$ cat src/rtl/mcpu_pkg.sv
// Shared definitions for the MCPU issue/writeback stage: opcodes, FSM states
// and instruction field positions.
package mcpu_pkg;

   localparam logic [1:0] CMD_AND = 2'b00;
   localparam logic [1:0] CMD_OR  = 2'b01;
   localparam logic [1:0] CMD_XOR = 2'b10;
   localparam logic [1:0] CMD_ADD = 2'b11;

   typedef enum logic [1:0] {
      IDLE = 2'd0,
      EXEC = 2'd1,
      WB   = 2'd2
   } state_e;

   // Field index within {opcode, dst, srca, srcb}; bit offset = index * REG_ADDR_W.
   localparam int FLD_SRCB = 0;
   localparam int FLD_SRCA = 1;
   localparam int FLD_DST  = 2;
   localparam int FLD_OP   = 3;

endpackage

$ cat src/rtl/mcpu_regfile.sv
// Register file with two combinational read ports and one write port shared
// between writeback and preload.
module mcpu_regfile
   import mcpu_pkg::*;
#(
   parameter int AW = 2,
   parameter int DW = 2
) (
   input  logic          clk,
   input  logic          rst_n,
   input  logic [AW-1:0] ra_addr_i,
   output logic [DW-1:0] ra_data_o,
   input  logic [AW-1:0] rb_addr_i,
   output logic [DW-1:0] rb_data_o,
   input  logic          wb_we_i,
   input  logic [AW-1:0] wb_addr_i,
   input  logic [DW-1:0] wb_data_i,
   input  logic          ld_we_i,
   input  logic [AW-1:0] ld_addr_i,
   input  logic [DW-1:0] ld_data_i
);

   localparam int DEPTH = 2 ** AW;

   logic [DW-1:0] mem_q [DEPTH];
   logic          we;
   logic [AW-1:0] waddr;
   logic [DW-1:0] wdata;

   assign we    = wb_we_i | ld_we_i;
   assign waddr = wb_we_i ? wb_addr_i : ld_addr_i;
   assign wdata = wb_we_i ? wb_data_i : ld_data_i;

   always_ff @(posedge clk or negedge rst_n) begin
      if (!rst_n) begin
         for (int i = 0; i < DEPTH; i++) mem_q[i] <= '0;
      end else if (we) begin
         mem_q[waddr] <= wdata;
      end
   end

   assign ra_data_o = mem_q[ra_addr_i];
   assign rb_data_o = mem_q[rb_addr_i];

   // Preload is only granted in IDLE and writeback only happens in WB.
   a_wr_excl: assert property (@(posedge clk) disable iff (!rst_n) !(wb_we_i && ld_we_i));

endmodule

$ cat src/rtl/mcpu_alu_issue.sv
// Issue/writeback stage around the external MCPU ALU: accepts one instruction
// per three cycles, drives the ALU, captures its result and writes it back.
//
// state | meaning
// IDLE  | ready for an instruction or a preload
// EXEC  | ALU inputs stable, result captured at the exit edge
// WB    | result strobed and written to the register file at the exit edge
module mcpu_alu_issue
   import mcpu_pkg::*;
#(
   parameter int CMD_SIZE   = 2,
   parameter int WORD_SIZE  = 2,
   parameter int REG_ADDR_W = 2
) (
   input  logic                             clk,
   input  logic                             rst_n,
   input  logic                             in_valid,
   output logic                             in_ready,
   input  logic [CMD_SIZE+3*REG_ADDR_W-1:0] in_instr,
   input  logic                             ld_valid,
   output logic                             ld_ready,
   input  logic [REG_ADDR_W-1:0]            ld_addr,
   input  logic [WORD_SIZE-1:0]             ld_data,
   output logic [CMD_SIZE-1:0]              alu_opcode,
   output logic [WORD_SIZE-1:0]             alu_r1,
   output logic [WORD_SIZE-1:0]             alu_r2,
   input  logic [WORD_SIZE-1:0]             alu_out,
   input  logic                             alu_overflow,
   output logic                             res_valid,
   output logic [WORD_SIZE-1:0]             res_data,
   output logic                             res_ovf,
   output logic                             ovf_flag
);

   state_e                  state_q, state_d;
   logic [CMD_SIZE-1:0]     op_q;
   logic [WORD_SIZE-1:0]    r1_q, r2_q;
   logic [REG_ADDR_W-1:0]   dst_q;
   logic [WORD_SIZE-1:0]    res_data_q;
   logic                    res_ovf_q;
   logic                    ovf_flag_q;

   logic [CMD_SIZE-1:0]     f_op;
   logic [REG_ADDR_W-1:0]   f_dst, f_srca, f_srcb;
   logic [WORD_SIZE-1:0]    rd_a, rd_b;
   logic                    accept, ld_we, wb_we, op_is_add;

   assign f_srcb = in_instr[FLD_SRCB*REG_ADDR_W +: REG_ADDR_W];
   assign f_srca = in_instr[FLD_SRCA*REG_ADDR_W +: REG_ADDR_W];
   assign f_dst  = in_instr[FLD_DST*REG_ADDR_W  +: REG_ADDR_W];
   assign f_op   = in_instr[FLD_OP*REG_ADDR_W   +: CMD_SIZE];

   always_comb begin
      state_d  = state_q;
      in_ready = 1'b0;
      ld_ready = 1'b0;
      unique case (state_q)
         IDLE: begin
            in_ready = 1'b1;
            ld_ready = !in_valid;
            if (in_valid) state_d = EXEC;
         end
         EXEC:    state_d = WB;
         WB:      state_d = IDLE;
         default: state_d = IDLE;
      endcase
   end

   assign accept    = in_valid && in_ready;
   assign ld_we     = ld_valid && ld_ready;
   assign wb_we     = (state_q == WB);
   assign op_is_add = (op_q == CMD_SIZE'(CMD_ADD));

   always_ff @(posedge clk or negedge rst_n) begin
      if (!rst_n) begin
         state_q    <= IDLE;
         op_q       <= '0;
         r1_q       <= '0;
         r2_q       <= '0;
         dst_q      <= '0;
         res_data_q <= '0;
         res_ovf_q  <= 1'b0;
         ovf_flag_q <= 1'b0;
      end else begin
         state_q <= state_d;
         if (accept) begin
            op_q  <= f_op;
            r1_q  <= rd_a;
            r2_q  <= rd_b;
            dst_q <= f_dst;
         end
         if (state_q == EXEC) begin
            res_data_q <= alu_out;
            // Logic ops never report overflow, whatever the ALU drives.
            res_ovf_q  <= alu_overflow && op_is_add;
         end
         if (wb_we && op_is_add) ovf_flag_q <= res_ovf_q;
      end
   end

   mcpu_regfile #(
      .AW (REG_ADDR_W),
      .DW (WORD_SIZE)
   ) u_regfile (
      .clk       (clk),
      .rst_n     (rst_n),
      .ra_addr_i (f_srca),
      .ra_data_o (rd_a),
      .rb_addr_i (f_srcb),
      .rb_data_o (rd_b),
      .wb_we_i   (wb_we),
      .wb_addr_i (dst_q),
      .wb_data_i (res_data_q),
      .ld_we_i   (ld_we),
      .ld_addr_i (ld_addr),
      .ld_data_i (ld_data)
   );

   // Derived from the async-reset state so a reset in WB drops it immediately.
   assign res_valid  = wb_we;
   assign alu_opcode = op_q;
   assign alu_r1     = r1_q;
   assign alu_r2     = r2_q;
   assign res_data   = res_data_q;
   assign res_ovf    = res_ovf_q;
   assign ovf_flag   = ovf_flag_q;

endmodule

$ cat config.mk
export PLATFORM = sky130hd
export DESIGN_NAME = mcpu_alu_issue
export DESIGN_NICKNAME = d
export VERILOG_FILES = /design/src/rtl/mcpu_pkg.sv /design/src/rtl/mcpu_regfile.sv /design/src/rtl/mcpu_alu_issue.sv
export SDC_FILE = /design/constraint.sdc
export NUM_CORES = 1
export LEC_CHECK = 0
export BUFFER_PORTS_ARGS = -buffer_cell sky130_fd_sc_hd__buf_4
export CAP_MARGIN = 20
export CORE_MARGIN = 5
export CORE_UTILIZATION = 35
export DETAILED_ROUTE_END_ITERATION = 7
export PLACE_DENSITY = 0.57
export SYNTH_ARGS = -nofsm -noshare
export SYNTH_HDL_FRONTEND = slang
export SYNTH_SLANG_ARGS = --single-unit
$ cat constraint.sdc
create_clock -name clk -period 3.9 [get_ports clk]
set_input_delay 0.78 -clock clk [delete_from_list [all_inputs] [get_ports clk]]
set_output_delay 0.78 -clock clk [all_outputs]
set_load 0.005 [all_outputs]
Yosys cells after proc, flatten, opt, wreduce, memory -nomap -nowiden
Cells that the tools add are included.

Muxes and demuxes: 15. Order comparisons: 4. Reductions and logical operators: 7. Equality and inequality tests: 4. Bitwise gates (word level): 4.

Operators by type and width (count): two-way mux 2 bit (8); greater-or-equal comparator 3 bit, second input constant (3); NOT 2 -> 3 bit (3); binary-select mux 2 bit (select 2 bit) (2); bitwise mux 8 bit (1); logical AND 1 bit (5); demux 2 bit (select 2 bit) (1); equality test 2 bit, second input constant (2); case mux 2 bit (2 select lines) (1); < comparator 3 x 1 -> 1 bit, second input constant (1); equality test 2 x 1 -> 1 bit, second input constant (1); logical NOT 2 bit (1); two-way mux 1 bit (2); != test 2 bit, second input constant (1); logical NOT 1 bit (1); OR 1 bit (1).

Output and inout bits: 13. Bits in registers: 22. Logic and storage cells: 46. Input port bits: 19.

Depth between registers and ports, before layout
Depth after elaboration: 8. Mapped depth: 4.

Modules after synthesis
Synthesis repeated with hierarchy kept, for this count alone.

Cells, all modules: 71. Area total of the unflattened synthesis: 1089.8 µm².

Modules (own cells, without submodules): mcpu_alu_issue (times used 1, area an instance 593.1 µm², seq. area each 350.3 µm², cells an instance 36); mcpu_regfile (times used 1, area an instance 496.7 µm², seq. area each 200.2 µm², cells an instance 35).

Worst setup path before layout
No wires, ideal clock.

Kind: input to output. Start: input port in_valid. End: output port ld_ready. Cell stages on the path: 1. Buffers on the path: 0. Setup slack: 2180 ps. Arrival: 940 ps. Required time: 3120 ps. Path through: nor3_1.

Word-level cells in the longest chain between the ends: 2.

Ends and longest elaborated chain: from (decl) (line mcpu_alu_issue.sv:17) `input logic in_valid,`; logical NOT 1 bit (line mcpu_alu_issue.sv:60) `ld_ready = !in_valid;`; two-way mux 1 bit (line mcpu_alu_issue.sv:57) `unique case (state_q)`; to (decl) (line mcpu_alu_issue.sv:21) `output logic ld_ready,`.

Every way passes these cells.

Worst setup path after layout
Start: register state_q[1]. End: output port res_valid.

Word-level cells in the longest chain between the ends: 1.

Ends and longest elaborated chain: from (decl) (line mcpu_alu_issue.sv:35) `state_e state_q, state_d;`; from (signal assigned) (line mcpu_alu_issue.sv:85) `state_q <= state_d;`; equality test 2 bit (line mcpu_alu_issue.sv:71) `assign wb_we = (state_q == WB);`; to (decl) (line mcpu_alu_issue.sv:29) `output logic res_valid,`.

Every way passes these cells.

==> run metrics <==
outcome finished clean; Tot Pwr 0.775 mW; Die Wd approximately 65 um; share of layout cells above drive strength 1 approximately three fifths; CP max-delay cell dfrtp_1; Nets between 100 and 150; WP data required 3.12 ns; Netlist cell types 20; CP Max Fanout 6; Clock Latency Late Sink roughly 0.30 ns; gpl congestion between 0.7 and 0.8; Syn Area/Cell 15.3 um2; Synth Register Bits 22; Largest stage delay, worst path 0.48 ns; worst path bufs/invs 1; cts bufs inserted 3; clock tree buffer depth 2; DR WL/cell 14.9 um; Total Wirelength approximately 2 mm; # fillers 282; Finished Core Util between 40% and 50%; first-iteration detailed-routing DRC count 9; max-slew violation count 0; fin crit share between 50% and 60%; CP arrival 1.36 ns; syn_nets 88; CP Capture Type primary output; DRC 0; worst setup path class flop to primary output; Post-CTS Resized 0; initial antenna violation count 0; cell family with most CP delay flip-flops; Seq/Total Area, Yosys 52.1%; Worst-Margin Slew 0.410 ns; number of vias per cell 5.03; area occupied by multi-input gates ~470 um2; most frequent cells in the layout buf_4, dfrtp_1, mux2_2; storage element area about 550 um2; Hold WC Path Type primary input to async pin; Clock Tree Root clkbuf_4; post-route setup TNS 0 ns; largest net degree at the start of global routing 23; die area ~0.0042 mm2; Core Box Area 0.00298 mm2; CP Launch Type flop; H-tree Lvls 1; DR top layer met4; Diodes inserted 0; clk sinks 22; final setup fails 0; Syn Std Cell Area 0.00106 mm2; RSZ-0062 raised after global routing false; Buffers on Ports 31; Vias 679; commonest non-fill, non-tap cell in the layout buf_4; minimum clock period 2.14 ns; IO Pins 32; first-pass GRT wire length 3.42 mm; Max Fclk 468 MHz; Worst VDD drop 0.197 mV; Final Hold Viols 0; synth warn 0; Syn Inst Count 69; PD cells 577 mW/mm2; TritonCTS clock tree done; DR WL met2 1.10 mm; Antenna Nets Post-Route 0; P_leak 0.616 nW; Global Route Usage Sum 10.7%; Post-CTS Hold Fix Bufs 0; Worst-path clk slew 0.12 ns; met3 wire length 97 um; Die Span Y 64.9 um; Worst Clk Skew 0.00245 ns; max cap viols 0; gr ovfl total 0; initial core utilization a little over a third; Rel. slew slack 72.6%; # rows 20; Met1 Routed Length 787 um; synth-to-layout area growth 27.3%; # Post-CTS Setup Buffers 0; number of global-route vias before repair 735; DP HPWL around 1.6 mm; First-pass DRT Iterations 4; critical-path cell list nor2b_2 > buf_4
-- state kept, by name, summed over array words and instances, names as in the netlist --
register         cells
state_q              2
ovf_flag             1
alu_r2               2
dst_q                2
alu_r1               2
alu_opcode           2
res_data             2
u_regfile.mem_q      8
res_ovf              1
-- final cells by class --
class                      instances  share of cell area [%]
clock buffer                       4                    2.70
inverter                           3                   0.838
tap                               33                    3.07
timing repair buffer              31                    17.3
sequential                        22                    41.0
multi-input combinational         42                    35.1
-- power by group --
group | internal (mW) | switching, mW
Sequential | 0.318 | 0.0654
Combinational | 0.186 | 0.0784
Clock | 0.0569 | 0.0700
Total | 0.561 | 0.214
-- worst register-to-register path, stage by stage (launching register included) --
cell	delay, ns
dfrtp_1	0.48
nor2b_2	0.39
mux2_4	0.36
mux2_2	0.27
-- Yosys cell counts --
library cell	number	area (um2)
dfrtp_1	22	551
o21ai_0	1	5.00
nand4_1	1	6.26
nor2b_2	1	8.76
nor3b_1	1	7.51
a32o_2	1	11.3
and2_1	2	12.5
nor2_1	2	7.51
nor4b_4	1	23.8
nor2b_1	2	12.5
nand3_1	1	5.00
nor3_1	1	5.00
mux2_4	4	60.1
mux2_2	16	180
mux2_1	1	11.3
inv_1	3	11.3
a32oi_1	2	17.5
buf_6	2	22.5
a22oi_1	1	7.51
mux4_2	4	90.1
-- logic make-up after synthesis --
group | synth area share [%]
AO/OA/AOI/OAI | 3.91
buffers and inverters | 3.20
flip-flops | 52.1
multiplexers | 32.3
AND/OR/NAND/NOR | 8.41
-- stage by stage --
stage	cells	setup WS, ns	hold WS (ns)	area (um2)
detailed placement	131	1.93	0.479	1310
global route	135	1.66	0.327	1340
floorplan	69	2.18	0.483	1060
global placement	131	1.96	0.472	1310
CTS	135	1.75	0.336	1340
finish	135	1.76	0.334	1340
-- metal layers --
layer / vias to the layer above / GRT usage (%)
met4: 0 / 4.75
met2: 14 / 18.4
met3: 4 / 2.77
met5: - / 0
li1: 322 / -
met1: 339 / 12.6
-- final timing paths --
| kind | end | slack, ns | start | cells after the start |
|---|---|---|---|---|
| worst max-delay path | res_valid | 1.76 | state_q[1] | 2 |
| worst min-delay path | alu_opcode[1] | 0.33 | rst_n | 1 |
| worst max register to register | u_regfile.mem_q[6] | 2.30 | state_q[1] | 3 |
| worst min register to register | alu_r1[0] | 0.50 | alu_r1[0] | 1 |
| max in group asynchronous | dst_q[0] | 3.35 | rst_n | 1 |
| min in group clk | alu_r1[0] | 0.50 | alu_r1[0] | 1 |
No activity file was read; power rests on OpenSTA's default activity.
